**src/rtl/knight_rider_ctrl.sv**
```systemverilog
// knight_rider_ctrl: LED scanner with ring, bounce and fill patterns.
// It has a prescaled step rate, a pause/hold state with manual single-step,
// and registered outputs.
// Optional build macro KR_TRAIL_EN: ring and bounce patterns also light the
// previous head position, which gives a two-LED comet.
module knight_rider_ctrl #(
  parameter int WIDTH      = 8,
  parameter int PRESCALE_W = 24
) (
  input  logic                     clk_i,
  input  logic                     sys_rst_i,
  input  logic                     start_i,
  input  logic                     stop_i,
  input  logic                     pause_i,
  input  logic [1:0]               mode_i,
  input  logic [PRESCALE_W-1:0]    period_i,
  input  logic                     step_req_i,
  output logic                     step_ack_o,
  output logic [WIDTH-1:0]         led_o,
  output logic [$clog2(WIDTH)-1:0] pos_o,
  output logic                     dir_o,
  output logic                     busy_o,
  output logic                     wrap_o
);

  localparam int POS_W = $clog2(WIDTH);

  localparam logic [1:0] ST_IDLE = 2'd0;
  localparam logic [1:0] ST_RUN  = 2'd1;
  localparam logic [1:0] ST_HOLD = 2'd2;

  localparam logic [1:0] MODE_BOUNCE = 2'b01;
  localparam logic [1:0] MODE_FILL   = 2'b10;

  localparam logic [POS_W-1:0] POS_MAX = POS_W'(WIDTH - 1);

  logic [1:0]            state_reg;
  logic [1:0]            mode_reg;
  logic [POS_W-1:0]      pos_reg;
  logic                  dir_reg;
  logic [PRESCALE_W-1:0] presc_reg;
  logic [WIDTH-1:0]      led_reg;
  logic                  wrap_reg;
  logic                  ack_reg;
  logic                  req_prev_reg;

  logic [POS_W-1:0]      step_pos;
  logic                  step_dir;
  logic                  step_wrap;
  logic [WIDTH-1:0]      step_led;
  logic                  tick;
  logic                  req_edge;

  // The prescaler compares against the live period_i. A count that is above a
  // newly lowered period rolls over through 2^PRESCALE_W before the next tick.
  assign tick     = (presc_reg == period_i);
  assign req_edge = step_req_i & ~req_prev_reg;

  // Next head position, direction and wrap flag for one pattern step.
  always_comb begin
    step_pos  = pos_reg;
    step_dir  = dir_reg;
    step_wrap = 1'b0;
    if (mode_reg == MODE_BOUNCE) begin
      if (dir_reg) begin
        step_pos = pos_reg + 1'b1;
        if (step_pos == POS_MAX) begin
          step_dir  = 1'b0;
          step_wrap = 1'b1;
        end
      end else begin
        step_pos = pos_reg - 1'b1;
        if (step_pos == '0) begin
          step_dir  = 1'b1;
          step_wrap = 1'b1;
        end
      end
    end else begin
      // Ring, fill and the spare mode all advance modulo WIDTH.
      step_dir = 1'b1;
      if (pos_reg == POS_MAX) begin
        step_pos  = '0;
        step_wrap = 1'b1;
      end else begin
        step_pos = pos_reg + 1'b1;
      end
    end
  end

  // LED image that goes with the stepped position.
  always_comb begin
    step_led = '0;
    if (mode_reg == MODE_FILL) begin
      for (int i = 0; i < WIDTH; i++) begin
        step_led[i] = (i <= int'(step_pos));
      end
    end else begin
      step_led[step_pos] = 1'b1;
`ifdef KR_TRAIL_EN
      // The trailing LED is the position just left. On start and reset the
      // LED image is a single LED, so the first frame has no tail.
      step_led[pos_reg] = 1'b1;
`endif
    end
  end

  // Control FSM, prescaler and registered pattern outputs.
  always_ff @(posedge clk_i or posedge sys_rst_i) begin
    if (sys_rst_i) begin
      state_reg    <= ST_IDLE;
      mode_reg     <= 2'b00;
      pos_reg      <= '0;
      dir_reg      <= 1'b1;
      presc_reg    <= '0;
      led_reg      <= '0;
      wrap_reg     <= 1'b0;
      ack_reg      <= 1'b0;
      req_prev_reg <= 1'b0;
    end else begin
      wrap_reg     <= 1'b0;
      ack_reg      <= 1'b0;
      req_prev_reg <= step_req_i;
      if (stop_i) begin
        // Stop has priority over a start in the same cycle.
        state_reg <= ST_IDLE;
        pos_reg   <= '0;
        dir_reg   <= 1'b1;
        presc_reg <= '0;
        led_reg   <= '0;
      end else if (start_i) begin
        state_reg <= ST_RUN;
        mode_reg  <= mode_i;
        pos_reg   <= '0;
        dir_reg   <= 1'b1;
        presc_reg <= '0;
        led_reg   <= WIDTH'(1);
      end else begin
        case (state_reg)
          ST_RUN: begin
            if (pause_i) begin
              state_reg <= ST_HOLD;
            end else if (tick) begin
              presc_reg <= '0;
              pos_reg   <= step_pos;
              dir_reg   <= step_dir;
              led_reg   <= step_led;
              wrap_reg  <= step_wrap;
            end else begin
              presc_reg <= presc_reg + 1'b1;
            end
          end
          ST_HOLD: begin
            if (!pause_i) begin
              state_reg <= ST_RUN;
            end
            if (req_edge) begin
              pos_reg  <= step_pos;
              dir_reg  <= step_dir;
              led_reg  <= step_led;
              wrap_reg <= step_wrap;
              ack_reg  <= 1'b1;
            end
          end
          default: ;
        endcase
      end
    end
  end

  assign led_o      = led_reg;
  assign pos_o      = pos_reg;
  assign dir_o      = dir_reg;
  assign busy_o     = (state_reg != ST_IDLE);
  assign wrap_o     = wrap_reg;
  assign step_ack_o = ack_reg;

endmodule

```
**config.mk**
```make
export PLATFORM = sky130hd
export DESIGN_NAME = knight_rider_ctrl
export DESIGN_NICKNAME = d
export VERILOG_FILES = /design/src/rtl/knight_rider_ctrl.sv
export SDC_FILE = /design/constraint.sdc
export NUM_CORES = 1
export LEC_CHECK = 0
export ABC_AREA = 1
export CAP_MARGIN = 20
export CORE_UTILIZATION = 28
export DETAILED_ROUTE_END_ITERATION = 10
export SYNTH_ARGS = -nofsm -noshare
export SYNTH_HDL_FRONTEND = slang
export SYNTH_SLANG_ARGS = --single-unit
```
**constraint.sdc**
```tcl
create_clock -name clk_i -period 3.2 [get_ports clk_i]
set_input_delay 0.48 -clock clk_i [delete_from_list [all_inputs] [get_ports clk_i]]
set_output_delay 0.48 -clock clk_i [all_outputs]
set_load 0.02 [all_outputs]
```
==> reports/metrics.yaml, run 1 <==
pwr:
  power_density_mw_per_mm2: 357
  max-vdd-ir-drop_v: 0.000175
  leakagePower_nw: 1.77
synth:
  ys_warn_count: 0
  synth-edff-count: 0
  yosysTopAreaCell: "dfrtp_1"
  synth_ff_type: "dfrtp_1"
  synthAdderAreaFrac_pct: 3.63
  syn_avg_cell_area_um2: 6.52
  async_reset_ff_share_pct: 100
  yosys.area.top_type_share_pct: 33.9
  synthCells: 476
  synthSimpleGateAreaFrac_pct: 39.7
  ys_seq_area_share_pct: 34.7
  synth_xor_area_share_pct: 3.95
  syn_nets: 517
  synth_top_family_by_area: "simple AND/OR/NAND/NOR gates"
  synth_compound_area_share_pct: 7.66
  muxShareOfSynthArea_pct: 0
  netlist_area_mm2: 0.00310
  yosys-top-cells-area: "dfrtp_1 34%, nand2_1 20%, inv_1 6.2%"
  synthTopCellsByCount: "168 x nand2_1, 51 x inv_1, 49 x nor2_1"
  synth_cell_types: 31
  ys_ff_latch: 43
  yosysMostFrequentCell: "nand2_1"
timing:
  post-route-period-util_pct: 71.7
  finalCriticalPeriod_ns: 2.29
  drv_slew: 0
  grt_setup_unrepaired: "no"
  setup_viol: 0
  fmaxAchievable_mhz: 436
  finalHoldViolCount: 0
  fin_worst_skew_ns: 0.00668
  fin_ws_ns: 0.905
  tns_ns: 0
  relSlewSlack_pct: 56.2
  tightest_slew_ns: 0.651
routing:
  drc: 0
  num_vias: 3076
  dr.pass1.iters: 4
  drt-total-wl_um: 7840
  drt-initial-drc-count: 161
  drtAntennaViolNets: 0
  avgViaCountPerCell: 4.64
  wl_per_cell_um: 11.8
critical_path:
  path_cells: "clkdlybuf4s50_1 -> nor2_4 -> nand3_1 -> nand3_2 -> nand2_1 -> nand2_1"
  crit_path_frequent_cell: "nand2_1"
  path_max_fanout: 13
  worst_ep_arrival_time_ns: 2.55
  crit_path_start_kind: "input pin"
  critPathKind: "in2reg"
  crit_start: "stop_i"
  slowest_stage: "clkdlybuf4s50_1"
  cpPeakStageDelay_ns: 0.63
  worst_setup_path_end_kind: "register"
  worstReg2RegStart: "presc_reg[18]"
  worstPathRequired_ns: 3.45
layout:
  nets: 563
  areaGrowthSynthToFinish_pct: 23.0
  drive_above_1_share_pct: 8.41
  num_antenna_cells: 0
  largest_reg_flops: 24
  fin_util_pct: 35.3
  fill_cells: 1162
run:
  cap_violations: 0
die:
  row_count: 38
  die_y_um: 107
  dieArea_mm2: 0.0115
  ioPinCount: 47
  core_area_mm2: 0.0108
  fp.dieW_um: 107
  initial_core_util_pct: 28.7
placement:
  place_ws_ns: 0.644
  place_congestion: 0.852
  hpwlAfterDp_um: 5950
  place.port_buffers: 46
clock_tree:
  root_buffer: "clkbuf_8"
  clkLatencyLatePin_ns: 0.31
  cts_tree: "yes"
  cts_buffers: 5
  cts_hold_buffers: 0
  htreeDepth: 2
  post_cts.repair.setup_buffers: 0
  cts.clk_slew.worst_paths_ns: 0.09
  clock_path_buffers: 2
  ctsResizeCount: 0
  cts_sinks: 43
grt:
  grt_start_max_net_pins: 44
  grt_use_total_pct: 14.9
  grt_pass1_wl_um: 13600
  overflow: 0
  grt_pass1_vias: 3009
  antenna_found_initial: 0
min_path:
  min_from: "led_o[2]"
  hp-class: "reg2reg"
outcome:
  status: "completed"
==> routing by layer <==
layer / share of wire (%) / GRT usage, % / vias up
met5: 0 / 0 / -
met2: 46 / 25.0 / 76
met1: 47 / 18.7 / 1389
met3: 4.4 / 2.72 / 19
li1: - / - / 1592
met4: 2.8 / 6.16 / 0
==> final cells by class <==
| type | instances | area, µm² | area share (%) |
|---|---|---|---|
| flip-flops and latches | 43 | 1080 | 28.2 |
| clock inverters | 3 | 43.8 | 1.15 |
| inverters | 72 | 270 | 7.08 |
| well taps | 140 | 175 | 4.59 |
| repair buffers | 48 | 475 | 12.5 |
| clock buffers | 5 | 68.8 | 1.80 |
| multi-input cells | 352 | 1700 | 44.7 |
==> worst max-delay path, delay by kind of cell <==
family / cells / cell delay (ns)
simple gates: 5 / 1.43
buf+inv: 1 / 0.63
==> placed cells by master (no fill, tap or decap) <==
cell             synthesis  final
nand2_1                168    168
inv_1                   51     51
nor2_1                  49     49
clkdlybuf4s50_1          0     46
dfrtp_1                 42     42
nand3_1                 29     29
inv_2                   19     19
nand4_1                 17     17
xor2_1                  13     13
o22ai_1                 11     11
o21ai_1                 11     11
nor3_1                  10     10
ha_1                     9      9
a21oi_1                  8      8
o21ai_0                  6      6
clkbuf_8                 0      5
nor2_2                   4      4
nand2_2                  3      3
nand3_2                  3      3
nor2_4                   2      2
clkinv_1                 2      2
nor4_1                   2      2
o211ai_1                 2      2
buf_4                    1      2
a31oi_2                  1      1
or2_2                    1      1
o31ai_1                  1      1
a311oi_1                 1      1
xnor2_1                  1      1
bufinv_16                0      1
clkinv_4                 0      1
clkinv_2                 0      1
dfstp_2                  1      1
==> worst paths after layout <==
kind / to / slack, ns / cells after the start
max in group asynchronous: presc_reg[16] / 2.17 / 3
worst max register to register: led_o[3] / 1.12 / 11
min in group asynchronous: led_o[3] / 0.63 / 3
worst max-delay path: led_o[3] / 0.91 / 6
worst min register to register: led_o[2] / 0.48 / 2
worst min-delay path: led_o[2] / 0.48 / 2
==> kinds of logic (layout without fill, tap and decap cells) <==
kind of cell,after synthesis,after routing
compound gates,41,41
buf+inv,81,128
flops,43,43
fa+ha+maj,9,9
simple gates,288,288
xor+xnor,14,14
==> power breakdown <==
group	internal, W	switching (W)	leakage (nW)
clock network	0.000233	0.000209	0.0581
registers	0.000567	0.0000210	0.583
logic	0.000132	0.000198	1.13
==> metrics by stage <==
stage / instance area (µm²) / power (W) / hold WS [ns] / std cells
floorplan: 3100 / 0.000803 / 0.489 / 476
global placement: 3700 / 0.000926 / 0.455 / 655
detailed placement: 3700 / 0.000930 / 0.459 / 655
CTS: 3810 / 0.00138 / 0.483 / 663
global route: 3810 / 0.00144 / 0.497 / 663
finish: 3810 / 0.00136 / 0.478 / 663
No activity file was read; power rests on OpenSTA's default activity.
==> inputs of run 2 (changes only) <==
==> constraint.sdc (replaced) <==
create_clock -name clk_i -period 2 [get_ports clk_i]
set_input_delay 0.3 -clock clk_i [delete_from_list [all_inputs] [get_ports clk_i]]
set_output_delay 0.3 -clock clk_i [all_outputs]
set_load 0.02 [all_outputs]
==> reports/metrics.yaml, run 2 (synthesis gave the netlist of run 1 again) <==
clock_tree:
  cts.clk_slew.worst_paths_ns: 0.08  # about the same
  cts_tree: "yes"
  cts_sinks: 43  # unchanged
  clkLatencyLatePin_ns: 0.30  # about the same
  clock_path_buffers: 2  # unchanged
  cts_buffers: 5  # unchanged
  root_buffer: "clkbuf_8"
  htreeDepth: 2  # unchanged
layout:
  final_cell_mix: "166 x nand2_1, 51 x inv_1, 49 x nor2_1, 45 x clkdlybuf4s50_1, 39 x dfrtp_1"
  largest_reg_flops: 24  # unchanged
  drive_above_1_share_pct: 11.5  # +3.1 points
  fin_util_pct: 36.3  # +1.0 points
  nets: 577  # +2.5%
  areaGrowthSynthToFinish_pct: 26.5
  num_antenna_cells: 0  # unchanged
  final_common_cell: "nand2_1"
pwr:
  power_frac_clock_pct: 28.1  # -4.4 points
  p_sw_share_pct: 32.0  # +0.51 points
  p_comb_share_pct: 26.5  # +2.2 points
  max-vdd-ir-drop_v: 0.000258  # +48%
  p_seq_share_pct: 45.4  # +2.2 points
  leakagePower_nw: 1.84  # +3.8%
  power_density_mw_per_mm2: 531  # +49%
  intPower_w: 0.00141  # +52%
  switchingPower_w: 0.000666  # +55%
routing:
  dr.pass1.iters: 4  # unchanged
  drc: 0  # unchanged
  drtAntennaViolNets: 0  # unchanged
  drt-initial-drc-count: 109  # -32%
  avgViaCountPerCell: 4.61  # -0.54%
  drt-total-wl_um: 7920  # +1.1%
  num_vias: 3124  # +1.6%
  wl_per_cell_um: 11.7  # -1.0%
critical_path:
  cpPeakStageDelay_ns: 0.62  # about the same
  crit_path_start_kind: "register"
  cp.depth: 1  # -5
  worstReg2RegStart: "presc_reg[0]"
  crit_start: "dir_o"
  worst_ep_arrival_time_ns: 1.53  # -1.02 ns
  worstPathRequired_ns: 1.70  # -1.75 ns
  path_cells: "clkdlybuf4s50_1"
  cp.buffers_inverters: 1  # unchanged
  worst_setup_path_end_kind: "output pin"
  cp_top_family: "buffers and inverters"
  reg2reg_depth: 10  # -1
  critPathKind: "reg2out"
  path_max_fanout: 7  # -6
  slowest_stage: "clkdlybuf4s50_1"
die:
  die_y_um: 107  # unchanged
  row_count: 38  # unchanged
  core_area_mm2: 0.0108  # unchanged
  fp.dieW_um: 107  # unchanged
  initial_core_util_pct: 28.7  # unchanged
  dieArea_mm2: 0.0115  # unchanged
  ioPinCount: 47  # unchanged
timing:
  grt_setup_unrepaired: "no"
  setup_viol: 0  # unchanged
  relSlewSlack_pct: 67.5  # +11 points
  drv_slew: 0  # unchanged
  finalHoldViolCount: 0  # unchanged
  finalCriticalPeriod_ns: 1.83
  fmaxAchievable_mhz: 548
  tightest_slew_ns: 0.485  # -0.166 ns
  post-route-period-util_pct: 91.3
  fin_worst_skew_ns: 0.00670  # +0.0000177 ns
  tns_ns: 0  # unchanged
run:
  cap_violations: 0  # unchanged
outcome:
  status: "completed"
placement:
  place_congestion: 0.855  # +0.36%
  hpwlAfterDp_um: 6090  # +2.4%
  place.port_buffers: 46  # unchanged
grt:
  grt_use_total_pct: 14.6  # -0.24 points
  grt_pass1_vias: 3005  # -0.13%
  antenna_found_initial: 0  # unchanged
  grt_pass1_wl_um: 13400  # -1.7%
  grt_start_max_net_pins: 44  # unchanged
  overflow: 0  # unchanged
min_path:
  hp-class: "in2async"
## run 2: repair_timing
action | 4_1_cts | 5_1_grt
setup endpoints to repair | 0 | 12
resized for setup | 0 | 7
hold buffers | 0 | 0
endpoints found under the hold margin | 0 | 0
setup buffers | 0 | 0
## run 2: power by group through the flow
stage | sequential [W] | combinational (W) | clock [W]
floorplan | 0.000981 | 0.000304 | 0
detailed placement | 0.000961 | 0.000545 | 0
finish | 0.000944 | 0.000552 | 0.000585
global placement | 0.000960 | 0.000534 | 0
CTS | 0.000944 | 0.000548 | 0.000610
global route | 0.000950 | 0.000620 | 0.000632
## run 2: final timing paths
| kind | slack, ns | end |
|---|---|---|
| setup / recovery | 0.17 | dir_o |
| hold / removal | 0.37 | presc_reg[15] |
| setup reg to reg | 0.19 | presc_reg[22] |
| hold reg to reg | 0.48 | led_o[4] |
| max in group asynchronous | 1.37 | dir_o |
| min in group clk_i | 0.48 | led_o[4] |
## run 2: metrics by stage
step | total power (W) | area (µm²) | cells | setup WS, ns | hold WS [ns]
CTS | 0.00210 | 3910 | 677 | 0.0723 | 0.377
floorplan | 0.00129 | 3100 | 476 | 0.213 | 0.331
detailed placement | 0.00151 | 3820 | 669 | -0.106 | 0.471
global route | 0.00220 | 3920 | 677 | 0.00752 | 0.397
finish | 0.00208 | 3920 | 677 | 0.175 | 0.368
global placement | 0.00149 | 3820 | 669 | -0.0546 | 0.459
## run 2: final cells by class
| class | instances | area (µm²) |
|---|---|---|
| fill | 1139 | 6870 |
| multi-input combinational | 352 | 1710 |
| sequential | 43 | 1080 |
| timing repair buffer | 62 | 596 |
| inverter | 72 | 270 |
| tap | 140 | 175 |
| clock buffer | 7 | 86.3 |
| clock inverter | 1 | 5.00 |
## run 2: per-layer routing
metal | global-route usage (%) | vias to the layer above | share of wire [%]
li1 | - | 1634 | -
met1 | 18.5 | 1417 | 46
met2 | 25.9 | 63 | 49
met3 | 2.18 | 10 | 4.2
met4 | 3.82 | 0 | 1.1
met5 | 0 | - | 0
